==> config.mk <==
export PLATFORM = sky130hd
export DESIGN_NAME = mem_ls
export DESIGN_NICKNAME = d
export VERILOG_FILES = /design/src/rtl/mem_ls_pkg.sv /design/src/rtl/mem_ls_extend.sv /design/src/rtl/mem_ls.sv
export SDC_FILE = /design/constraint.sdc
export NUM_CORES = 1
export LEC_CHECK = 0
export CAP_MARGIN = 40
export CORE_UTILIZATION = 36
export DETAILED_ROUTE_END_ITERATION = 16
export PLACE_DENSITY_LB_ADDON = 0.12
export SLEW_MARGIN = 10
export SYNTH_ARGS = -nofsm -noshare
export SYNTH_HDL_FRONTEND = slang
export SYNTH_SLANG_ARGS = --single-unit
==> constraint.sdc <==
create_clock -name clk -period 2.8 [get_ports clk]
set_input_delay 0.84 -clock clk [delete_from_list [all_inputs] [get_ports clk]]
set_output_delay 0.84 -clock clk [all_outputs]
set_load 0.005 [all_outputs]
==> src/rtl/mem_ls_pkg.sv <==
// mem_ls shared definitions: load/store opcodes, FSM states,
// access-length helpers and reset/zero constants.
package mem_ls_pkg;

    typedef enum logic [2:0] {
        LS_LB  = 3'b000,
        LS_LH  = 3'b001,
        LS_LW  = 3'b010,
        LS_SB  = 3'b011,
        LS_LBU = 3'b100,
        LS_LHU = 3'b101,
        LS_SH  = 3'b110,
        LS_SW  = 3'b111
    } ls_op_e;

    typedef enum logic [1:0] {
        S_IDLE   = 2'd0,
        S_ACCESS = 2'd1,
        S_DONE   = 2'd2
    } state_e;

    localparam logic [31:0] ZeroWord  = 32'h0000_0000;
    localparam logic        RstEnable = 1'b1;

    // Index of the last byte of an access (length - 1).
    function automatic logic [1:0] ls_last(input logic [2:0] op);
        logic [1:0] r;
        case (op)
            LS_LB, LS_LBU, LS_SB: r = 2'd0;
            LS_LH, LS_LHU, LS_SH: r = 2'd1;
            default:              r = 2'd3;
        endcase
        return r;
    endfunction

    function automatic logic ls_is_store(input logic [2:0] op);
        logic r;
        case (op)
            LS_SB, LS_SH, LS_SW: r = 1'b1;
            default:             r = 1'b0;
        endcase
        return r;
    endfunction

endpackage

==> src/rtl/mem_ls_extend.sv <==
// ls_extend: sign/zero extension of assembled load data.
// Ports: op (load opcode), raw (assembled bytes), ext (result).
module ls_extend
    import mem_ls_pkg::*;
(
    input  logic [2:0]  op,
    input  logic [31:0] raw,
    output logic [31:0] ext
);

    always_comb begin
        ext = raw;
        case (op)
            LS_LB:   ext = {{24{raw[7]}}, raw[7:0]};
            LS_LBU:  ext = {24'h0, raw[7:0]};
            LS_LH:   ext = {{16{raw[15]}}, raw[15:0]};
            LS_LHU:  ext = {16'h0, raw[15:0]};
            default: ext = raw;
        endcase
    end

endmodule

==> src/rtl/mem_ls.sv <==
// mem_ls: MEM stage; serialises loads/stores into byte requests.
// Ports: clk, rst (sync, active-high); EX/MEM inputs wd_i, wreg_i,
// wdata_i, ls_valid_i, ls_op_i, ls_addr_i, ls_sdata_i; byte bus
// mem_req_o/mem_we_o/mem_addr_o/mem_wdata_o, mem_ack_i/mem_rdata_i;
// MEM/WB outputs wd_o, wreg_o, wdata_o; stall_req_o; misalign_o.
// Option: define MEM_LS_ALIGN_CHECK_EN to reject misaligned H/W.
module mem_ls
    import mem_ls_pkg::*;
#(
    parameter int ADDR_W = 32,
    parameter int DATA_W = 32
) (
    input  logic              clk,
    input  logic              rst,
    input  logic [4:0]        wd_i,
    input  logic              wreg_i,
    input  logic [DATA_W-1:0] wdata_i,
    input  logic              ls_valid_i,
    input  logic [2:0]        ls_op_i,
    input  logic [ADDR_W-1:0] ls_addr_i,
    input  logic [DATA_W-1:0] ls_sdata_i,
    output logic              mem_req_o,
    output logic              mem_we_o,
    output logic [ADDR_W-1:0] mem_addr_o,
    output logic [7:0]        mem_wdata_o,
    input  logic              mem_ack_i,
    input  logic [7:0]        mem_rdata_i,
    output logic [4:0]        wd_o,
    output logic              wreg_o,
    output logic [DATA_W-1:0] wdata_o,
    output logic              stall_req_o,
    output logic              misalign_o
);

    state_e            state_q, state_d;
    logic [2:0]        op_q;
    logic [ADDR_W-1:0] addr_q;
    logic [DATA_W-1:0] sdata_q;
    logic [DATA_W-1:0] buf_q;
    logic [4:0]        rd_q;
    logic [1:0]        cnt_q;
    logic              misalign;
    logic              start;
    logic              last;
    logic              store_q;
    logic [DATA_W-1:0] ext;

    ls_extend u_ext (
        .op  (op_q),
        .raw (buf_q),
        .ext (ext)
    );

`ifdef MEM_LS_ALIGN_CHECK_EN
    always_comb begin
        misalign = 1'b0;
        case (ls_op_i)
            LS_LH, LS_LHU, LS_SH: misalign = ls_addr_i[0];
            LS_LW, LS_SW:         misalign = |ls_addr_i[1:0];
            default:              misalign = 1'b0;
        endcase
    end
`else
    assign misalign = 1'b0;
`endif

    assign start   = (state_q == S_IDLE) && ls_valid_i && !misalign;
    assign last    = (cnt_q == ls_last(op_q));
    assign store_q = ls_is_store(op_q);

    always_comb begin
        state_d = state_q;
        case (state_q)
            S_IDLE:   if (start) state_d = S_ACCESS;
            S_ACCESS: if (mem_ack_i && last) state_d = S_DONE;
            S_DONE:   state_d = S_IDLE;
            default:  state_d = S_IDLE;
        endcase
    end

    always_ff @(posedge clk) begin
        if (rst == RstEnable) begin
            state_q <= S_IDLE;
            op_q    <= 3'd0;
            addr_q  <= '0;
            sdata_q <= ZeroWord;
            buf_q   <= ZeroWord;
            rd_q    <= 5'd0;
            cnt_q   <= 2'd0;
        end else begin
            state_q <= state_d;
            if (start) begin
                op_q    <= ls_op_i;
                addr_q  <= ls_addr_i;
                sdata_q <= ls_sdata_i;
                rd_q    <= wd_i;
                cnt_q   <= 2'd0;
                buf_q   <= ZeroWord;
            end else if (state_q == S_ACCESS && mem_ack_i) begin
                if (!store_q)
                    buf_q[{cnt_q, 3'b000} +: 8] <= mem_rdata_i;
                if (!last)
                    cnt_q <= cnt_q + 2'd1;
            end
        end
    end

    always_comb begin
        mem_req_o   = 1'b0;
        mem_we_o    = 1'b0;
        mem_addr_o  = '0;
        mem_wdata_o = 8'h00;
        wd_o        = wd_i;
        wreg_o      = wreg_i;
        wdata_o     = wdata_i;
        stall_req_o = 1'b0;
        misalign_o  = 1'b0;
        case (state_q)
            S_IDLE: begin
                if (ls_valid_i) begin
                    wreg_o      = 1'b0;
                    misalign_o  = misalign;
                    stall_req_o = !misalign;
                end
            end
            S_ACCESS: begin
                mem_req_o   = 1'b1;
                mem_we_o    = store_q;
                mem_addr_o  = addr_q + ADDR_W'(cnt_q);
                mem_wdata_o = sdata_q[{cnt_q, 3'b000} +: 8];
                wd_o        = rd_q;
                wreg_o      = 1'b0;
                stall_req_o = 1'b1;
            end
            S_DONE: begin
                wd_o    = rd_q;
                wreg_o  = !store_q;
                wdata_o = store_q ? ZeroWord : ext;
            end
            default: ;
        endcase
        // Reset cycle forces every output low, aborting any access.
        if (rst == RstEnable) begin
            mem_req_o   = 1'b0;
            mem_we_o    = 1'b0;
            mem_addr_o  = '0;
            mem_wdata_o = 8'h00;
            wd_o        = 5'd0;
            wreg_o      = 1'b0;
            wdata_o     = ZeroWord;
            stall_req_o = 1'b0;
            misalign_o  = 1'b0;
        end
    end

endmodule
==> results.yml, run 1 <==
yosys:
  synth_enable_flop_cells: 0
  ys_ff_latch: 108
  ys_dominant_reg_cell: "dfxtp_1"
  netlist_area_um2: 5670
  synth_area_per_cell_um2: 8.43
  yosysWarningCount: 0
  synth_async_sr_flop_share: 0
  netlist_instances: 673
  sequential_share_of_the_synthesized_area: 0.381
  syn-num-nets: 802
  synth_cell_type_count: 49
cts:
  clk_pin_slew_worst_paths_ns: 0.07
  tritoncts_clock_tree: "done"
  clock_tree.buffer_depth: 2
  clk_root_buffer_cell: "clkbuf_16"
  number_of_clock_buffers_inserted_by_tritoncts: 9
  post_cts_hold_buffer_count: 0
  clkSinkCount: 108
  clock_insertion_delay_worst_skew_ns: 0.35
  htree_levels: 3
placement:
  place.detailed.instances: 1094
  detailedPlacementHpwl_um: 12800
  detailed_place.area_um2: 8250
  post-place-ws_ns: -0.408
  place.port_buffers: 197
  gp_congestion: 0.816
sta:
  setup-violations-final: 33
  final_max_slew_viol_count: 0
  timing.setup.tns_ns: -8.11
  post-route-worst-setup-slack_ns: -0.385
  layout_worst_path_cycle_share: 1.14
  setup_repair_after_global_routing_missed_its_margin: "true"
  maximum_clock_frequency_mhz: 314
  finalClockSkew_ns: 0.00450
  final.hold.worst_slack_ns: 0.451
  hold_viol: 0
  post-route-min-period_ns: 3.19
route:
  vias_per_cell: 5.12
  drt_wl_total_um: 18200
  route.detailed.wl_per_inst_um: 16.0
  via_count: 5840
  dr.first_iter.drc_count: 253
  drtPass1Iterations: 4
  detail-route-antenna-nets: 0
  remaining_drc_errors: 0
global_routing:
  vias_in_the_first_global_route: 5853
  first_pass_grt_wire_length_um: 29000
  grt.total_usage: 0.225
  overflow: 0
  pin_count_of_the_biggest_net_entering_global_routing: 42
  antenna_found_initial: 0
final_layout:
  diodes: 0
  layoutNonFillerInstCount: 1140
  design.final.nets: 1053
  final_design_area_no_fill_um2: 9050
  proportion_of_layout_cells_with_a_drive_suffix_above_1: 0.247
  layout_commonest_cell: "clkdlybuf4s50_1"
  fin_util: 0.591
  most-common-layout-cells: "clkdlybuf4s50_1, dfxtp_1, buf_4"
  synthToLayoutAreaGrowth_pct: 59.6
worst_setup_path:
  worstSetupStartpointType: "flop"
  cp-end-kind: "primary output"
  reg2reg_depth: 7
  regToRegEndpoint: "state_q[0]"
  reg2reg_from: "cnt_q[1]"
  cp_top_family: "simple AND/OR/NAND/NOR gates"
  crit_slowest_cell: "or3_4"
  crit_path_max_fo: 8
  setup.reg_to_reg.worst_slack_ns: 0.77
  crit_type: "flop to primary output"
  required_ns: 1.96
  arrival_ns: 2.35
  total_buffers_and_inverters_traversed_by_the_critical_path: 4
  critPathMostFrequentCell: "buf_6"
  crit_chain: "ha_4 -> fa_2 -> nand3_2 -> or3_4 -> buf_6 -> buf_12 -> buf_6 -> nor3_4 -> xnor2_1 -> nor2_1 -> buf_2"
  timing.critical_path.slowest_cell_delay_ns: 0.39
run_status:
  failed_checks: "negative setup slack"
  run_status: "finished, violations left"
power_and_ir_drop:
  net-switching-power_mw: 1.04
  clock_power_share: 0.343
  post-layout-total-power_mw: 3.94
  vdd_ir_max_mv: 0.384
  sw_frac_of_total: 0.264
  p_leak_nw: 3.76
  combPwrFrac: 0.223
  pwr_density_cell_nw_per_um2: 435
  power.share.sequential: 0.433
  p_int_mw: 2.90
die:
  design.portCount: 199
  chipWidth_um: 128
  fp.dieH_um: 128
  num_rows: 45
  coreArea_um2: 15300
  fp.dieArea_um2: 16300
  initial_utilization: 0.370
hold_path:
  holdCritStartpoint: "buf_q[24]"
  hold_path_depth: 2
  min_path_type: "flop to flop"
  min_delay_worst_endpoint: "buf_q[24]"
flow_run:
  number_of_max_cap_violations: 0
routing by layer:
metal	up-vias	global-route usage	routed length, um
li1	2879	-	-
met3	14	0.0657	1240
met4	0	0.0630	191
met5	-	0	0
met2	177	0.385	8770
met1	2770	0.273	7990
power groups by stage:
stage               registers [mW]  clock network, mW  logic (mW)
global placement              1.73                  0       0.833
finish                        1.71               1.35       0.879
CTS                           1.70               1.39       0.875
floorplan                     1.73                  0       0.380
global route                  1.72               1.45       0.957
detailed placement            1.74                  0       0.849
tightest hold or removal path: cells and delay by family (launching register included):
| family | cells | cell delay, ns |
|---|---|---|
| compound gates | 1 | 0.05 |
| flops | 1 | 0.31 |
| simple gates | 1 | 0.05 |
cell families after synthesis:
logic type / share of synthesized area
buf+inv: 0.0507
other cells: 0.000661
flops: 0.381
simple gates: 0.234
compound gates: 0.219
fa+ha+maj: 0.0278
mux: 0.0443
xor+xnor: 0.0432
synthesized netlist by cell type (all sizes together) (2+ instances only):
| cell | count | share of area |
|---|---|---|
| xnor2 | 23 | 0.036 |
| a21o | 2 | 0.0026 |
| or3 | 6 | 0.0066 |
| nand4 | 6 | 0.0077 |
| dfxtp | 108 | 0.38 |
| and4 | 3 | 0.0046 |
| nor3b | 3 | 0.0040 |
| xor2 | 5 | 0.0077 |
| a21oi | 79 | 0.070 |
| nand2 | 67 | 0.045 |
| nor4 | 8 | 0.019 |
| a211oi | 7 | 0.0093 |
| ha | 11 | 0.024 |
| nand3 | 41 | 0.038 |
| clkbuf | 35 | 0.023 |
| inv | 14 | 0.0093 |
| and2 | 15 | 0.017 |
| nor3 | 9 | 0.012 |
| buf | 18 | 0.018 |
| and3 | 2 | 0.0022 |
| mux2i | 6 | 0.011 |
| mux4 | 8 | 0.032 |
| nand2b | 20 | 0.022 |
| a22o | 65 | 0.10 |
| nor2b | 10 | 0.011 |
| o21ai | 31 | 0.027 |
| nor2 | 58 | 0.038 |
flip-flops by register name, summed over array words and instances (netlist names):
register and count:
sdata_q 32, rd_q 5, op_q 3, state_q 2, buf_q 32, cnt_q 2, addr_q 32
worst max path at each step:
stage                    from              to  slack [ns]  depth (start not counted)
finish              addr_q[0]  mem_addr_o[18]       -0.39                         11
global route         cnt_q[0]  mem_addr_o[18]       -0.50                         11
floorplan            cnt_q[0]  mem_addr_o[22]        0.16                          8
CTS                  cnt_q[1]  mem_addr_o[23]       -0.49                         10
global placement    addr_q[0]  mem_addr_o[20]       -0.35                          9
detailed placement  addr_q[0]  mem_addr_o[26]       -0.41                          9
cell type report:
cell class              count  area [um^2]
clock buffers              12          267
clock inverters             4         55.1
fillers                  1350         6260
inverters                  14         55.1
multi-input cells         498         3580
flip-flops and latches    108         2180
well taps                 211          264
repair buffers            293         2650
timing repair:
item / in CTS / in global routing
gates resized for setup: 224 / 53
buffers inserted: 18 / 13
setup endpoints to repair: 80 / 55
gates cloned: 2 / 0
endpoints found under the hold margin: 0 / 0
pin swaps: 28 / 39
Note: power is estimated with default switching activity, not from simulation.
==> inputs of run 2 (changes only) <==
- GPL_ROUTABILITY_DRIVEN: not set -> 0
==> results of run 2 <==
Same layout as run 1: the final DEF is identical, and so are final timing and power.
